### config.mk
export PLATFORM = sky130hd
export DESIGN_NAME = debug_host
export DESIGN_NICKNAME = d
export VERILOG_FILES = /design/src/rtl/debug_host_pkg.sv /design/src/rtl/debug_host_strobe_gen.sv /design/src/rtl/debug_host.sv
export SDC_FILE = /design/constraint.sdc
export NUM_CORES = 1
export LEC_CHECK = 0
export ABC_AREA = 1
export BUFFER_PORTS_ARGS = -buffer_cell sky130_fd_sc_hd__buf_2
export CAP_MARGIN = 20
export CORE_UTILIZATION = 60
export DETAILED_ROUTE_END_ITERATION = 10
export GPL_TIMING_DRIVEN = 0
export HOLD_SLACK_MARGIN = 0.02
export PLACE_DENSITY = 0.95
export SYNTH_ARGS = -nofsm -noshare
export SYNTH_HDL_FRONTEND = slang
export SYNTH_SLANG_ARGS = --single-unit
### constraint.sdc
create_clock -name CLK -period 3.9 [get_ports CLK]
set_input_delay 0.195 -clock CLK [delete_from_list [all_inputs] [get_ports CLK]]
set_output_delay 0.195 -clock CLK [all_outputs]
set_load 0.005 [all_outputs]
### src/rtl/debug_host_pkg.sv
// Shared definitions for the debug sequencer: opcodes, response codes,
// bus-source encodings, sequencer states and the packed control word.
package debug_host_pkg;

  localparam logic [7:0] CMD_ATTACH = 8'h01;
  localparam logic [7:0] CMD_DETACH = 8'h02;
  localparam logic [7:0] CMD_STATUS = 8'h03;
  localparam logic [7:0] CMD_EXEC   = 8'h10;

  localparam logic [7:0] RSP_OK       = 8'hA5;
  localparam logic [7:0] RSP_TIMEOUT  = 8'hE1;
  localparam logic [7:0] RSP_DETACHED = 8'hE2;
  localparam logic [7:0] RSP_BADCMD   = 8'hEF;

  localparam logic [2:0] SRC_DO = 3'd0;
  localparam logic [2:0] SRC_AO = 3'd1;
  localparam logic [2:0] SRC_BO = 3'd2;
  localparam logic [2:0] SRC_IO = 3'd3;
  localparam logic [2:0] SRC_CO = 3'd4;
  localparam logic [2:0] SRC_EO = 3'd5;
  localparam logic [2:0] SRC_RO = 3'd6;
  localparam logic [2:0] SRC_NO = 3'd7;

  typedef enum logic [2:0] {
    ST_IDLE        = 3'd0,
    ST_OPERAND     = 3'd1,
    ST_ATTACH_WAIT = 3'd2,
    ST_DETACH_WAIT = 3'd3,
    ST_EXEC        = 3'd4,
    ST_RESP        = 3'd5
  } state_t;

  typedef struct packed {
    logic clr;
    logic hlt;
    logic ce;
    logic su;
    logic ri;
    logic ai_n;
    logic bi_n;
    logic oi_n;
    logic ii_n;
    logic j_n;
    logic fi_n;
    logic mi_n;
    logic do_n;
    logic ao_n;
    logic bo_n;
    logic io_n;
    logic co_n;
    logic eo_n;
    logic ro_n;
    logic no_n;
  } ctrl_t;

  // Nothing driven, nothing loaded: high strobes low, low strobes high.
  localparam ctrl_t CTRL_IDLE = ctrl_t'({5'b00000, 7'b1111111, 8'b11111111});

endpackage

### src/rtl/debug_host_strobe_gen.sv
// Combinational map from EXEC operands to the 20 core control levels.
// Inactive yields the idle control word; the parent registers the result.
module debug_strobe_gen
  import debug_host_pkg::*;
(
  input  logic [2:0] src,
  input  logic [7:0] load,
  input  logic [3:0] misc,
  input  logic       active,
  output ctrl_t      ctrl
);

  always_comb begin
    ctrl = CTRL_IDLE;
    if (active) begin
      unique case (src)
        SRC_DO:  ctrl.do_n = 1'b0;
        SRC_AO:  ctrl.ao_n = 1'b0;
        SRC_BO:  ctrl.bo_n = 1'b0;
        SRC_IO:  ctrl.io_n = 1'b0;
        SRC_CO:  ctrl.co_n = 1'b0;
        SRC_EO:  ctrl.eo_n = 1'b0;
        SRC_RO:  ctrl.ro_n = 1'b0;
        default: ctrl.no_n = 1'b0;
      endcase
      ctrl.ai_n = ~load[0];
      ctrl.bi_n = ~load[1];
      ctrl.oi_n = ~load[2];
      ctrl.ii_n = ~load[3];
      ctrl.j_n  = ~load[4];
      ctrl.fi_n = ~load[5];
      ctrl.mi_n = ~load[6];
      ctrl.ri   = load[7];
      ctrl.ce   = misc[0];
      ctrl.su   = misc[1];
      ctrl.clr  = misc[2];
      ctrl.hlt  = misc[3];
    end
  end

endmodule

### src/rtl/debug_host.sv
// Byte-command debug sequencer: attaches to the core, runs one-cycle datapath
// micro-ops while parked, and answers every command with one response byte.
module debug_host
  import debug_host_pkg::*;
#(
  parameter int TIMEOUT = 255
) (
  input  logic       CLK,
  input  logic       RESETn,
  input  logic [7:0] RX_DATA,
  input  logic       RX_VALID,
  output logic       RX_READY,
  output logic [7:0] TX_DATA,
  output logic       TX_VALID,
  input  logic       TX_READY,
  output logic       DEBUG_REQUEST,
  input  logic       DEBUG_ACK,
  input  logic       HALTED,
  input  logic [7:0] BUS,
  output logic [7:0] DEBUG_DATA,
  output logic       D_CLR,
  output logic       D_HLT,
  output logic       D_CE,
  output logic       D_SU,
  output logic       D_RI,
  output logic       D_AIn,
  output logic       D_BIn,
  output logic       D_OIn,
  output logic       D_IIn,
  output logic       D_Jn,
  output logic       D_FIn,
  output logic       D_MIn,
  output logic       D_DOn,
  output logic       D_AOn,
  output logic       D_BOn,
  output logic       D_IOn,
  output logic       D_COn,
  output logic       D_EOn,
  output logic       D_ROn,
  output logic       D_NOn
);

  localparam int CNT_W = $clog2(TIMEOUT + 1);

  // Handshakes: a byte/response moves on a posedge where VALID and READY are
  // both high; TX_DATA is held constant while TX_VALID is high.
  state_t     state_q, state_d;
  logic       req_q, req_d;
  logic [7:0] dbg_data_q, dbg_data_d;
  ctrl_t      ctrl_q, ctrl_d;
  logic [7:0] tx_data_q, tx_data_d;
  logic       tx_valid_q, tx_valid_d;
  logic       rx_ready_q, rx_ready_d;
  logic [CNT_W-1:0] cnt_q, cnt_d;
  logic [1:0] idx_q, idx_d;
  logic [7:0] op_data_q, op_data_d;
  logic [2:0] src_q, src_d;
  logic [7:0] load_q, load_d;

  logic  rx_fire, tx_fire, exec_go;
  ctrl_t exec_ctrl;

  assign rx_fire = RX_VALID & rx_ready_q;
  assign tx_fire = tx_valid_q & TX_READY;
  assign exec_go = (state_q == ST_OPERAND) && (idx_q == 2'd3) && rx_fire && DEBUG_ACK;

  // The final operand (MISC) is still on RX_DATA on the edge that enters EXEC.
  debug_strobe_gen u_strobe_gen (
    .src    (src_q),
    .load   (load_q),
    .misc   (RX_DATA[3:0]),
    .active (exec_go),
    .ctrl   (exec_ctrl)
  );

  always_comb begin
    state_d    = state_q;
    req_d      = req_q;
    dbg_data_d = dbg_data_q;
    ctrl_d     = CTRL_IDLE;
    tx_data_d  = tx_data_q;
    cnt_d      = cnt_q;
    idx_d      = idx_q;
    op_data_d  = op_data_q;
    src_d      = src_q;
    load_d     = load_q;
    unique case (state_q)
      ST_IDLE: begin
        if (rx_fire) begin
          state_d = ST_RESP;
          unique case (RX_DATA)
            CMD_ATTACH: begin
              req_d = 1'b1;
              cnt_d = '0;
              if (DEBUG_ACK) tx_data_d = RSP_OK;
              else           state_d   = ST_ATTACH_WAIT;
            end
            CMD_DETACH: begin
              req_d   = 1'b0;
              state_d = ST_DETACH_WAIT;
            end
            CMD_STATUS: tx_data_d = {6'b0, HALTED, DEBUG_ACK};
            CMD_EXEC: begin
              idx_d   = 2'd0;
              state_d = ST_OPERAND;
            end
            default: tx_data_d = RSP_BADCMD;
          endcase
        end
      end
      ST_OPERAND: begin
        if (rx_fire) begin
          idx_d = idx_q + 2'd1;
          unique case (idx_q)
            2'd0: op_data_d = RX_DATA;
            2'd1: src_d     = RX_DATA[2:0];
            2'd2: load_d    = RX_DATA;
            default: begin
              if (DEBUG_ACK) begin
                state_d    = ST_EXEC;
                ctrl_d     = exec_ctrl;
                dbg_data_d = op_data_q;
              end else begin
                state_d   = ST_RESP;
                tx_data_d = RSP_DETACHED;
              end
            end
          endcase
        end
      end
      ST_ATTACH_WAIT: begin
        if (DEBUG_ACK) begin
          state_d   = ST_RESP;
          tx_data_d = RSP_OK;
        end else if (cnt_q == CNT_W'(TIMEOUT - 1)) begin
          state_d   = ST_RESP;
          req_d     = 1'b0;
          tx_data_d = RSP_TIMEOUT;
        end else begin
          cnt_d = cnt_q + 1'b1;
        end
      end
      ST_DETACH_WAIT: begin
        if (!DEBUG_ACK) begin
          state_d   = ST_RESP;
          tx_data_d = RSP_OK;
        end
      end
      ST_EXEC: begin
        state_d   = ST_RESP;
        tx_data_d = BUS;
      end
      ST_RESP: begin
        if (tx_fire) state_d = ST_IDLE;
      end
      default: state_d = ST_IDLE;
    endcase
    tx_valid_d = (state_d == ST_RESP);
    rx_ready_d = (state_d == ST_IDLE) || (state_d == ST_OPERAND);
  end

  always_ff @(posedge CLK or negedge RESETn) begin
    if (!RESETn) begin
      state_q    <= ST_IDLE;
      req_q      <= 1'b0;
      dbg_data_q <= 8'h00;
      ctrl_q     <= CTRL_IDLE;
      tx_data_q  <= 8'h00;
      tx_valid_q <= 1'b0;
      rx_ready_q <= 1'b1;
      cnt_q      <= '0;
      idx_q      <= 2'd0;
      op_data_q  <= 8'h00;
      src_q      <= 3'd0;
      load_q     <= 8'h00;
    end else begin
      state_q    <= state_d;
      req_q      <= req_d;
      dbg_data_q <= dbg_data_d;
      ctrl_q     <= ctrl_d;
      tx_data_q  <= tx_data_d;
      tx_valid_q <= tx_valid_d;
      rx_ready_q <= rx_ready_d;
      cnt_q      <= cnt_d;
      idx_q      <= idx_d;
      op_data_q  <= op_data_d;
      src_q      <= src_d;
      load_q     <= load_d;
    end
  end

  assign RX_READY      = rx_ready_q;
  assign TX_DATA       = tx_data_q;
  assign TX_VALID      = tx_valid_q;
  assign DEBUG_REQUEST = req_q;
  assign DEBUG_DATA    = dbg_data_q;
  assign D_CLR = ctrl_q.clr;
  assign D_HLT = ctrl_q.hlt;
  assign D_CE  = ctrl_q.ce;
  assign D_SU  = ctrl_q.su;
  assign D_RI  = ctrl_q.ri;
  assign D_AIn = ctrl_q.ai_n;
  assign D_BIn = ctrl_q.bi_n;
  assign D_OIn = ctrl_q.oi_n;
  assign D_IIn = ctrl_q.ii_n;
  assign D_Jn  = ctrl_q.j_n;
  assign D_FIn = ctrl_q.fi_n;
  assign D_MIn = ctrl_q.mi_n;
  assign D_DOn = ctrl_q.do_n;
  assign D_AOn = ctrl_q.ao_n;
  assign D_BOn = ctrl_q.bo_n;
  assign D_IOn = ctrl_q.io_n;
  assign D_COn = ctrl_q.co_n;
  assign D_EOn = ctrl_q.eo_n;
  assign D_ROn = ctrl_q.ro_n;
  assign D_NOn = ctrl_q.no_n;

endmodule

# Yosys cells after proc, flatten, opt, wreduce, memory -nomap -nowiden
# Cells that the tools add are included.
# Widths: inputs -> output; s select.
totals:
  regBits: 71
  inputBits: 22
  output_inout_bits: 39
  wordCells: 148
op_classes:
  add_sub_neg: 2
  eq_ne: 35
  n_mux: 48
  n_bitwise: 10
  n_reduce_logical: 22
ops:
  columns: ["op", "count"]
  rows:
  - ["$mux 20", 5]
  - ["$mux 8", 12]
  - ["$pmux 8 s5", 1]
  - ["$mux 3", 8]
  - ["$pmux 8 s3", 1]
  - ["$eq 3x3->1 const B", 6]
  - ["$ne 2x2->1 const B", 9]
  - ["$pmux 3 s6", 1]
  - ["$eq 8x2->1 const B", 2]
  - ["$pmux 8 s2", 1]
  - ["$eq 3x2->1 const B", 4]
  - ["$mux 1", 12]
  - ["$reduce_and 5->1", 2]
  - ["$eq 3x1->1 const B", 3]
  - ["$logic_not 3->1", 3]
  - ["$pmux 3 s3", 1]
  - ["$reduce_and 3->1", 3]
  - ["$reduce_and 9->1", 1]
  - ["$add 8x1->8 const B", 1]
  - ["$eq 8x1->1 const B", 1]
  - ["$eq 8x5->1 const B", 1]
  - ["$eq 8x8->1 const B", 1]
  - ["$not 1->1", 8]
  - ["$reduce_and 4->1", 2]
  - ["other kinds (18)", 28]

# Depth between registers and ports, before layout
# Gate-level depths: netlist of the first run.
depth:
  ltp_word: 9
  mapped_depth: 10
  depth_no_buf: 10

# Modules after synthesis
# A second synthesis of the first run with hierarchy kept.
unflattened:
  hier_cells: 441
  hier_area_um2: 3503.4
modules_own_cells:
  columns: ["module", "instances", "cells_each", "area_per_inst_um2", "seq_area_each_um2"]
  rows:
  - ["debug_host", 1, 404, 3342.0, 1796.7]
  - ["debug_strobe_gen", 1, 37, 161.4, 0.0]

# Worst setup path before layout of the first run
# OpenSTA, ideal clock, no wires.
synth_timing:
  path_type: "reg2reg"
  from: "register rx_ready_q, in the netlist RX_READY"
  to: "register tx_data_q[1], in the netlist TX_DATA[1]"
  setup_ns: 0.117
  arrival_time_ns: 1.503
  required_ns: 3.783
  path_slack_ns: 2.280
  path_stages_with_launch: 10
  path_buffers: 0
  period_less_slack_ns: 1.620
  path_cell_list: "dfstp_2 > nand2_1 > nor2_1 > inv_1 > nand2_1 > nand3_1 > nor2_4 > nand2_2 > nand2_1 > nand2_1"
synth_between:
  elab_chain_cells: 3
  elab_cells_between_ends: 4
  classes_between: "2 x eq/ne; 1 x bitwise; 1 x reduce/logical"
synth_lines:
  columns: ["element", "line", "rtl"]
  rows:
  - ["start, declared", "debug_host.sv:53", "logic rx_ready_q, rx_ready_d;"]
  - ["start signal, assigned", "debug_host.sv:183", "rx_ready_q <= rx_ready_d;"]
  - ["$and 1x1->1 *", "debug_host.sv:63", "assign rx_fire = RX_VALID & rx_ready_q;"]
  - ["$ne 2x2->1 (no source line)", null, null]
  - ["$reduce_and 9->1 (no source line) *", null, null]
  - ["end signal, assigned", "debug_host.sv:181", "tx_data_q <= tx_data_d;"]
  - ["end, declared", "debug_host.sv:51", "logic [7:0] tx_data_q, tx_data_d;"]
# Every way passes the cells marked *; elsewhere a longest branch is shown, timed or not.
# A chain may end at the register's enable or synchronous reset.

# Worst setup path after layout of the first run
layout_timing:
  from: "register idx_q[0]"
  to: "register tx_data_q[3], in the netlist TX_DATA[3]"
layout_between:
  elab_chain_cells: 4
  elab_cells_between_ends: 6
  classes_between: "3 x eq/ne; 3 x reduce/logical"
layout_lines:
  columns: ["element", "line", "rtl"]
  rows:
  - ["start, declared", "debug_host.sv:55", "logic [1:0] idx_q, idx_d;"]
  - ["start signal, assigned", "debug_host.sv:185", "idx_q <= idx_d;"]
  - ["$eq 2x2->1 (tied with other cells)", "debug_host.sv:114", "unique case (idx_q)"]
  - ["$reduce_or 3->1 (no source line) *", null, null]
  - ["$ne 2x2->1 (no source line) *", null, null]
  - ["$reduce_and 9->1 (no source line) *", null, null]
# Marked as above.

==> results of run 1 <==
[kinds of logic after synthesis]
logic type	after synthesis	share of synthesized area (%)
xor+xnor	5	1.299
simple gates	239	31.61
fa+ha+maj	7	2.597
buf+inv	51	6.159
compound gates	31	5.047
flops	71	53.28
[flip-flops by register name, indices dropped and copies added (netlist names), 2 cells and up]
signal	cells
DEBUG_DATA	8
TX_DATA	8
cnt_q	8
idx_q	2
load_q	8
op_data_q	8
src_q	3
state_q	3
[final timing paths]
path / slack (ns) / from / endpoint
worst max register to register: 2.03 / idx_q[0] / TX_DATA[3]
worst min register to register: 0.43 / load_q[2] / D_OIn
worst max-delay path: 2.03 / idx_q[0] / TX_DATA[3]
worst min-delay path: 0.07 / BUS[4] / TX_DATA[4]
max in group asynchronous: 2.85 / RESETn / cnt_q[1]
min in group asynchronous: 0.50 / RESETn / D_HLT
[layer usage]
| metal | GRT usage (%) | up-vias |
|---|---|---|
| met3 | 4.643 | 18 |
| met1 | 32.70 | 1357 |
| met5 | 0 | - |
| met2 | 44.91 | 91 |
| li1 | - | 1421 |
| met4 | 13.46 | 0 |
[metrics by stage]
| step | hold WS (ns) | utilization, % | area [um2] | total power [uW] | instances |
|---|---|---|---|---|---|
| 5_1_grt | 0.09536 | 75.21 | 3964 | 2599 | 551 |
| 3_5_place_dp | 0.3555 | 71.39 | 3762 | 1857 | 534 |
| 6_report | 0.06894 | 75.21 | 3964 | 2419 | 551 |
| 4_1_cts | 0.06761 | 75.21 | 3964 | 2428 | 551 |
| 3_3_place_gp | 0.3974 | 71.34 | 3760 | 1812 | 534 |
| 2_1_floorplan | -0.1006 | - | 3372 | 1612 | 404 |
[cell usage after synthesis, types with 2 or more instances]
master / number / area, um2
nand4_1: 2 / 12.51
o21ai_1: 16 / 80.08
nor2_4: 4 / 45.04
nand3_1: 42 / 210.2
ha_1: 7 / 87.58
nor2_2: 3 / 18.77
inv_2: 4 / 15.01
dfrtp_1: 55 / 1376
nor3_1: 9 / 45.04
buf_6: 2 / 22.52
nand2_1: 135 / 506.7
nor2_1: 33 / 123.9
inv_1: 43 / 161.4
nand3b_1: 2 / 15.01
xor2_1: 4 / 35.03
nand2_2: 5 / 31.28
dfstp_2: 16 / 420.4
o21ai_0: 12 / 60.06
[worst reg2reg max path, cell delays in order (launching register included)]
cell     delay, ns
dfrtp_1       0.41
ha_1          0.26
inv_1         0.12
nor2_1        0.18
inv_1         0.11
nand2_1       0.07
nand3_1       0.11
nor2_4        0.22
nand2_2       0.15
nand2_1       0.09
nand2_1       0.05
[power by group]
part	leakage, uW	internal, uW	switching, uW
combinational	0.00108	296	478
sequential	0.000882	938	142
clock	0.0000935	297	268
[what timing repair did]
item,in CTS,in global routing
hold buffers,1,0
gates resized for setup,0,0
setup endpoints to repair,0,0
endpoints found under the hold margin,55,0
[cell usage in the layout (no fill, tap or decap), drive strengths merged, types with 2 or more instances in the layout]
cell type,count
inv,47
buf,63
nand4,2
dfrtp,55
clkbuf,12
nor2,41
ha,7
clkinv,3
a21oi,2
nand3b,2
nand2,140
o21ai,28
xor2,4
dfstp,16
nor3,10
nand3,44
[layout make-up]
type,instances,area (um2)
well taps,70,87.58
repair buffers,61,312.8
clock buffers,11,131.4
flip-flops and latches,71,1797
multi-input cells,282,1368
inverters,47,176.4
plain buffers,4,31.28
fillers,382,1306
clock inverters,5,60.06
==> results.md, run 1 <==
* CP Capture Type: register
* Layout cells sized above 1 at 23.91%
* DRT Wirelength at 7121 um
* Leak Pwr at around 0.0021 uW
* R2r worst-path depth at 10
* Drt drc at 0
* Worst path arrival time at between 2 and 2.5 ns
* Uppermost routed layer: met4
* Final setup fails at 0
* Final WS setup at just over 2 ns
* Sum Neg Setup Slack at 0 ns
* Worst-path fanout max at 8
* Syn Std Cell Area at 0.003372 mm2
* Routed wire length on met3 at around 370 um
* CP delay by family, top: simple AND/OR/NAND/NOR gates
* Num CTS Buffers at 9
* DR WL/cell at ~13 um
* Sink Count at 71
* Max cap viols at 0
* H-tree depth at 3
* Max frequency at between 0.5 and 0.6 GHz
* TritonRoute pass-1 iters at 5
* Clk root buf: clkbuf_8
* Pre-CTS setup slack at roughly 2.1 ns
* Setup Buffers After CTS at 0
* Clock transition at the registers of the reported paths at 0.07 ns
* Crit path largest cell delay at about 0.41 ns
* First-pass GRT wire length at about 12000 um
* Vias per Instance at around 5.2
* CTS Buffer Depth at 2
* Hold Crit Class: in2reg
* Slew @ Worst Pin at roughly 0.84 ns
* Startpoint Class: register
* Cell count along the critical path at 10
* FP Rows at 26
* Crit-path slowest cell: dfrtp_1
* Die Span Y at around 77 um
* HPWL Detailed at about 5300 um
* Worst slew margin at roughly 44%
* Crit share post-route at between 40% and 50%
* Unique masters post-synth at 28
* DR vias at between 2000 and 3000
* Final nets at 505
* Post-synthesis cell count at just over 400
* RSZ-0062 raised after global routing: false
* Seq/Total Area, Yosys at around 53%
* Vias in the first global route at between 2000 and 3000
* Skew-Pair Late Insertion Delay at approximately 0.34 ns
* TritonCTS clock tree: built
* Syn nets at roughly 430
* Most frequent CP cell: nand2_1
* Main synth FF type: dfrtp_1
* Ports at 61
* Syn-to-layout area delta at 17.55%
* DRT met1 WL at 3052 um
* Worst hold stages at 3
* Fin. max-slew vios at 0
* Antenna cells at 0
* Synth warnings at 0
* Clock skew at between 0.01 and 0.015 ns
* I/O Buffers at 60
* Die W at about 77 um
* Crit path time final at 1.871 ns
* Buffer and inverter count on the worst path at 2
* Gr ovfl total at 0
* Tot GR Track Use at between 20% and 30%
* RePlAce Congestion at roughly 0.91
* Power Density at around 600 mW/mm2
* Ys async rst share at 100.0%
* Antenna violations before repair at 0
* WS Path Type: reg2reg
* Status: finished, final reports clean
* Pin count of the biggest net entering global routing at between 70 and 80
* Die Area at a little under 0.006 mm2
* Routed Antenna Nets at 0
* WP data required at slightly above 4 ns
* Starting Density at a little under two thirds
* DRT iter0 DRCs at 201
* #FFs+latches synth at just over 70
* EDFF count, synth at 0
* Core box area at between 0.005 and 0.006 mm2
* Synth Area per Inst at ~8.3 um2
* Met2 Wirelength at roughly 3500 um
* VDD IR max at 323.0 uV
* Worst-path cell chain: ha_1, inv_1, nor2_1, inv_1, nand2_1, nand3_1, nor2_4, nand2_2, nand2_1, nand2_1
* Fin. Hold Viols at 0
Note: power is estimated with default switching activity, not from simulation.
==> run 2: changes to the inputs <==
--- a/config.mk
+++ b/config.mk
@@ -5,14 +5,14 @@
 export SDC_FILE = /design/constraint.sdc
 export NUM_CORES = 1
 export LEC_CHECK = 0
-export ABC_AREA = 1
+export ABC_AREA = 0
 export BUFFER_PORTS_ARGS = -buffer_cell sky130_fd_sc_hd__buf_2
 export CAP_MARGIN = 20
-export CORE_UTILIZATION = 60
+export CORE_UTILIZATION = 55
 export DETAILED_ROUTE_END_ITERATION = 10
 export GPL_TIMING_DRIVEN = 0
 export HOLD_SLACK_MARGIN = 0.02
-export PLACE_DENSITY = 0.95
+export PLACE_DENSITY = 0.91
 export SYNTH_ARGS = -nofsm -noshare
 export SYNTH_HDL_FRONTEND = slang
 export SYNTH_SLANG_ARGS = --single-unit
==> constraint.sdc (replaced) <==
create_clock -name CLK -period 1.9 [get_ports CLK]
set_input_delay 0.095 -clock CLK [delete_from_list [all_inputs] [get_ports CLK]]
set_output_delay 0.095 -clock CLK [all_outputs]
set_load 0.005 [all_outputs]
==> run 2 against run 1 <==
The run now ends with setup timing left; largest power group unchanged; cell area up 6.2%; non-clock buffer count rose by 27; critical path type unchanged; hold slack got worse by 0.029 ns; global-route usage increased by 0.21 points; die area is 7.4% higher; sequential share of layout area is 2.6 points lower; fmax shrank 5.6%.
==> results.md, run 2 <==
* Status: complete, but fails checks
* Failing checks: setup timing
* WS Path Type: reg2reg
* Startpoint Class: register
* Crit share post-route at 104.3% (+56 points)
* Commonest cells after routing, fill and taps aside: 58 x buf_2, 55 x dfrtp_1, 27 x nand2_1, 27 x mux2_2, 18 x buf_4
* Num CTS Buffers at 9 (unchanged)
* Synth warnings at 0 (unchanged)
* Met2 Wirelength at 4317 um (+22%)
* H-tree depth at 3 (unchanged)
* Routed Antenna Nets at 0 (unchanged)
* Die Area at 0.006362 mm2 (+7.4%)
* Synth area leader: dfrtp_1
* RePlAce Congestion at 0.8876 (-2.0%)
* Worst slew margin at 42.90% (-0.84 points)
* Seq/Total Area, Yosys at 54.03% (+0.74 points)
* Antenna violations before repair at 0 (unchanged)
* Synth top area share at 41.38% (+0.57 points)
* DRT iter0 DRCs at 251 (+25%)
* RSZ-0062 raised after global routing: true
* Starting Density at 58.60% (-5.4 points)
* HPWL Detailed at 4970 um (-5.9%)
* CTS Buffer Depth at 2 (unchanged)
* Synth area leaders: dfrtp_1 41%, dfstp_2 13%, mux2_2 9.5%, nand2_1 3.5%, ha_1 2.6%
* Finished Core Util at 74.14% (-1.1 points)
* TritonRoute pass-1 iters at 6 (+1)
* First-pass GRT wire length at 12700 um (+4.1%)
* Worst path arrival time at 2.20 ns (+0.10 ns)
* DR WL/cell at 17.66 um (+37%)
* Worst-path fanout max at 8 (unchanged)
* #FFs+latches synth at 71 (unchanged)
* CP Capture Type: register
* Die W at 79.76 um (+3.6%)
* Clk root buf: clkbuf_8
* VDD IR max at 764.3 uV (+140%)
* Final setup fails at 6 (+6)
* Layout cells sized above 1 at 43.94% (+20 points)
* Tot GR Track Use at 26.80% (+0.21 points)
* Syn-to-layout area delta at 26.52%
* Hold_ws at 0.03945 ns (-0.02950 ns)
* Fillcell total at 347 (-9.2%)
* Slew @ Worst Pin at 0.8565 ns (+0.01259 ns)
* Skew-Pair Late Insertion Delay at 0.35 ns (about the same)
* Syn Std Cell Area at 0.003326 mm2 (-1.4%)
* DRT Wirelength at 8267 um (+16%)
* Clock transition at the registers of the reported paths at 0.08 ns (about the same)
* EDFF count, synth at 0 (unchanged)
* Worst hold stages at 2 (-1)
* Ys async rst share at 100.0% (unchanged)
* Fin. Hold Viols at 0 (unchanged)
* TritonCTS clock tree: built
* Sink Count at 71 (unchanged)
* Final nets at 420 (-17%)
* Crit-path slowest cell: or3b_4
* I/O Buffers at 57 (-5.0%)
* Unique masters post-synth at 48 (+71%)
* Drt drc at 0 (unchanged)
* DRT met1 WL at 3128 um (+2.5%)
* Fin. max-slew vios at 0 (unchanged)
* WP data required at 2.12 ns (-2.01 ns)
* Routed wire length on met3 at 585 um (+60%)
* Vias in the first global route at 2688 (-1.1%)
* Crit path largest cell delay at 0.48 ns (+0.07 ns)
* Core box area at 0.005675 mm2 (+7.7%)
* DR vias at 2832 (-1.9%)
* Antenna cells at 0 (unchanged)
* Power Density at 1211 mW/mm2 (+98%)
* FP Rows at 27 (+3.8%)
* Post-synthesis cell count at 304 (-25%)
* Worst-path cell chain: buf_6, or3_4, o22ai_4, or3b_4, o21ai_2, o41ai_2
* Gr ovfl total at 0 (unchanged)
* Commonest non-fill, non-tap cell in the layout: buf_2
* Hold Crit Class: in2reg
* Synth Area per Inst at 10.94 um2 (+31%)
* Pin count of the biggest net entering global routing at 72 (unchanged)
* Die Span Y at 79.76 um (+3.6%)
* Leak Pwr at 0.001931 uW (-6.1%)
* R2r worst-path depth at 6 (-4)
* Final WS setup at -0.08229 ns (-2.111 ns)
* Ports at 61 (unchanged)
* Max frequency at 0.5045 GHz (-5.6%)
* Crit path time final at 1.982 ns (+0.1109 ns)
* Syn nets at 333 (-23%)
* Uppermost routed layer: met4
* Top cells by count, synth: 55 x dfrtp_1, 31 x nand2_1, 28 x mux2_2
* Clock skew at 0.009941 ns (-0.003232 ns)
* Vias per Instance at 6.051 (+15%)
* Main synth FF type: dfrtp_1
* Max cap viols at 0 (unchanged)
* Most common cell in the netlist: dfrtp_1
==> run 2: changes by cell type after synthesis, moves of 5 or more <==
| cell | before | now |
|---|---|---|
| nor2_1 | 33 | 14 |
| clkbuf_1 | 1 | 9 |
| o21ai_1 | 16 | 6 |
| a21oi_1 | 1 | 8 |
| nand3_1 | 42 | 17 |
| and2_1 | 0 | 7 |
| o21ai_0 | 12 | 17 |
| nand2_2 | 5 | 0 |
| nand2_1 | 135 | 31 |
| inv_1 | 43 | 12 |
| mux2_2 | 0 | 28 |
| mux2i_1 | 0 | 6 |
==> run 2: logic make-up after synthesis <==
logic type	count (synthesis)	share of synthesized area, %
fa+ha+maj	7	2.633
mux	34	11.29
buf+inv	28	3.800
flops	71	54.03
simple gates	112	18.29
compound gates	52	9.970
==> run 2: area by class of cell <==
| type | instances | area, um2 | share of cell area [%] |
|---|---|---|---|
| inverters | 12 | 45.04 | 1.070 |
| well taps | 72 | 90.09 | 2.141 |
| repair buffers | 79 | 484.2 | 11.51 |
| clock inverters | 5 | 38.79 | 0.9218 |
| clock buffers | 11 | 151.4 | 3.598 |
| plain buffers | 13 | 77.57 | 1.844 |
| multi-input cells | 205 | 1524 | 36.22 |
| flip-flops and latches | 71 | 1797 | 42.70 |
==> run 2: power by group <==
part / switching [uW] / internal (uW)
logic: 861 / 837
clock network: 590 / 554
registers: 315 / 1940
==> run 2: timing repair <==
| item | 4_1_cts | 5_1_grt |
|---|---|---|
| endpoints found under the setup margin | 33 | 46 |
| hold buffers | 3 | 0 |
| resized for setup | 16 | 31 |
| endpoints found under the hold margin | 58 | 0 |
| gates cloned | 0 | 0 |
| pin swaps | 9 | 7 |
| buffers inserted | 14 | 8 |
==> run 2: critical path, delay by kind of cell (launching register included) <==
| family | cells | cell delay [ns] |
|---|---|---|
| simple gates | 2 | 0.87 |
| compound gates | 3 | 0.45 |
| flops | 1 | 0.40 |
| buf+inv | 1 | 0.13 |
==> run 2: per-layer routing <==
metal | vias to the layer above | track usage [%]
met5 | - | 0
met4 | 0 | 10.54
met3 | 27 | 5.371
met2 | 164 | 47.52
met1 | 1383 | 31.77
li1 | 1258 | -
==> run 2: metrics by stage <==
stage / power, uW / std cells / setup TNS (ns) / area [um2] / setup WS (ns)
2_1_floorplan: 3152 / 304 / 0 / 3326 / 0.004083
3_3_place_gp: 3534 / 433 / -1.566 / 3701 / -0.1490
3_5_place_dp: 3637 / 433 / -2.172 / 3704 / -0.1803
4_1_cts: 4915 / 465 / -0.09685 / 4106 / -0.03008
5_1_grt: 5362 / 468 / -0.5813 / 4208 / -0.1175
6_report: 5094 / 468 / -0.1289 / 4208 / -0.08229
==> run 2: path summary, 6_finish.rpt <==
kind                       slack, ns         end        from
min in group asynchronous       0.40       D_HLT      RESETn
min reg2reg                     0.40       D_FIn   load_q[5]
max in group asynchronous       0.93  state_q[1]      RESETn
min                             0.04   load_q[3]  RX_DATA[3]
max reg2reg                    -0.08    cnt_q[5]  state_q[1]
max                            -0.08    cnt_q[5]  state_q[1]
==> run 3: changes to the inputs <==
--- a/config.mk
+++ b/config.mk
@@ -8,6 +8,7 @@
 export ABC_AREA = 0
 export BUFFER_PORTS_ARGS = -buffer_cell sky130_fd_sc_hd__buf_2
 export CAP_MARGIN = 20
+export CORE_ASPECT_RATIO = 0.9
 export CORE_UTILIZATION = 55
 export DETAILED_ROUTE_END_ITERATION = 10
 export GPL_TIMING_DRIVEN = 0
==> run 3 against run 2 <==
The flow finishes with violations (DRC, setup timing); die area is essentially flat; flip-flop and latch count is the same; non-clock buffer count shrank 1; largest cell class unchanged; largest power group unchanged.
==> results.md, run 3 (synthesis results as in run 2) <==
* Sum Neg Setup Slack at -0.1992 ns (-0.07027 ns)
* Pre-CTS setup slack at -0.2340 ns (-0.05369 ns)
* Final setup fails at 4 (-2)
* Num CTS Buffers at 9 (unchanged)
* Fin. max-slew vios at 0 (unchanged)
* Most frequent CP cell: buf_6
* Power Density at 1242 mW/mm2 (+2.6%)
* Crit share post-route at 104.8% (+0.43 points)
* Worst path arrival time at 2.21 ns (about the same)
* Routing usage on met2 at 41.35% (-6.2 points)
* DR WL/cell at 16.59 um (-6.1%)
* DRT Wirelength at 7713 um (-6.7%)
* Die W at 83.97 um (+5.3%)
* Antenna cells at 0 (unchanged)
* Core box area at 0.005758 mm2 (+1.5%)
* DR vias at 2694 (-4.9%)
* Finished Core Util at 72.84% (-1.3 points)
* Layout cells sized above 1 at 42.28% (-1.7 points)
* Leak Pwr at 0.001910 uW (-1.1%)
* Crit-path slowest cell: dfrtp_1
* Combinational power share at 34.4% (+1.1 points)
* Max cap viols at 0 (unchanged)
* Clock transition at the registers of the reported paths at 0.08 ns (about the same)
* Syn-to-layout area delta at 26.11%
* Worst-path cell chain: buf_6, or3_1, buf_6, o22ai_4, or3b_1, buf_6, o21ai_2, o31ai_2
* Hold Crit Class: in2reg
* Clk root buf: clkbuf_8
* Starting Density at 57.76% (-0.84 points)
* RSZ-0062 raised after global routing: true
* Crit path largest cell delay at 0.39 ns (-0.09 ns)
* Final Instance Area at 0.004194 mm2 (-0.33%)
* Commonest non-fill, non-tap cell in the layout: buf_2
* Buffer and inverter count on the worst path at 3 (+2)
* CP Capture Type: register
* Die Area at 0.006362 mm2 (about the same)
* Global-route track usage on met3 at 6.934% (+1.6 points)
* Final WS setup at -0.09047 ns (-0.008176 ns)
* Tot GR Track Use at 24.44% (-2.4 points)
* Final nets at 419 (-0.24%)
* Gr ovfl total at 0 (unchanged)
* I/O Buffers at 57 (unchanged)
* RePlAce Congestion at 0.8725 (-1.7%)
* Sink Count at 71 (unchanged)
* Die Span Y at 75.77 um (-5.0%)
* HPWL Detailed at 4820 um (-3.0%)
* Worst-path fanout max at 8 (unchanged)
* Pin count of the biggest net entering global routing at 72 (unchanged)
* Commonest cells after routing, fill and taps aside: 58 x buf_2, 55 x dfrtp_1, 28 x nand2_1, 24 x mux2_2, 17 x nand3_1
* CTS Buffer Depth at 2 (unchanged)
* FP Rows at 26 (-3.7%)
* Drt drc at 10 (+10)
* Clock skew at 0.009731 ns (-0.0002093 ns)
* Placed cell count at 431 (-0.46%)
* Ports at 61 (unchanged)
* Startpoint Class: register
* Internal at 3456 uW (+3.9%)
* First-pass GRT wire length at 11700 um (-7.8%)
* Clock power frac at 22.8% (+0.3 points)
* Vias per Instance at 5.794 (-4.3%)
* DRT iter0 DRCs at 224 (-11%)
* Sequential Power Share at 42.8% (-1.4 points)
* Switching Share at 33.66% (-1.0 points)
* CP delay by family, top: simple AND/OR/NAND/NOR gates
* Post-DP Area at 0.003701 mm2 (about the same)
* Failing checks: DRC, setup timing
* Skew-Pair Late Insertion Delay at 0.35 ns (about the same)
* Slew @ Worst Pin at 0.8451 ns (-0.01137 ns)
* Layout Cells excl Fill at 465 (-0.64%)
* Status: complete, but fails checks
* VDD IR max at 733.4 uV (-4.0%)
* Most Crowded Layer GR: met2
* Routed Antenna Nets at 0 (unchanged)
* WS Path Type: reg2reg
* H-tree depth at 3 (unchanged)
* Crit path time final at 1.990 ns (+0.008176 ns)
* TritonCTS clock tree: built
* Fin. Hold Viols at 0 (unchanged)
* P_sw at 1753 uW (-0.75%)
* TritonRoute pass-1 iters at 8 (+2)
* Vias in the first global route at 2502 (-6.9%)
* Worst slew margin at 43.66% (+0.76 points)
* Met1 usage at 29.58% (-2.2 points)
* Antenna violations before repair at 0 (unchanged)
* Max frequency at 0.5024 GHz (-0.41%)
* WP data required at 2.12 ns (about the same)
run 3: metal layers:
layer  routed length (um)  part of all wire [%]
met1                 3220                    42
met2                 3783                    49
met3                  540                   7.0
met4                  168                   2.2
met5                    0                     0
run 3: final timing paths:
| path | from | endpoint | slack [ns] | depth (start not counted) |
|---|---|---|---|---|
| worst min-delay path | RX_DATA[7] | load_q[7] | 0.04 | 2 |
| max in group asynchronous | RESETn | state_q[1] | 0.96 | 2 |
| worst max-delay path | state_q[1] | cnt_q[3] | -0.09 | 8 |
| worst max register to register | state_q[1] | cnt_q[3] | -0.09 | 8 |
| worst min register to register | load_q[1] | D_BIn | 0.39 | 1 |
| min in group asynchronous | RESETn | D_CE | 0.39 | 2 |
run 3: final cells by class:
cell class              instances  area (um2)
flip-flops and latches         71        1797
repair buffers                 76       440.4
well taps                      70       87.58
inverters                      12       45.04
multi-input cells             205        1523
fillers                       397        1564
clock inverters                 6       71.32
clock buffers                  10       127.6
plain buffers                  15       102.6
run 3: per-stage QoR:
step	hold slack [ns]	total power (uW)
global route	0.03600	5497
detailed placement	0.2583	3625
floorplan	-0.2006	3152
CTS	0.03129	4977
finish	0.04427	5209
global placement	0.3532	3543
run 3: repair_timing:
action                                  4_1_cts  5_1_grt
pin swaps                                     8        9
hold endpoints to repair                     59        0
gates cloned                                  0        0
endpoints found under the setup margin       36       42
setup buffers                                10        5
gates resized for setup                      17       25
hold buffers                                  4        0
run 3: power by group through the flow:
stage	clock (uW)	combinational (uW)	sequential [uW]
3_3_place_gp	0	1350	2200
5_1_grt	1280	1950	2270
2_1_floorplan	0	970	2180
6_report	1190	1790	2230
4_1_cts	1210	1560	2210
3_5_place_dp	0	1400	2230
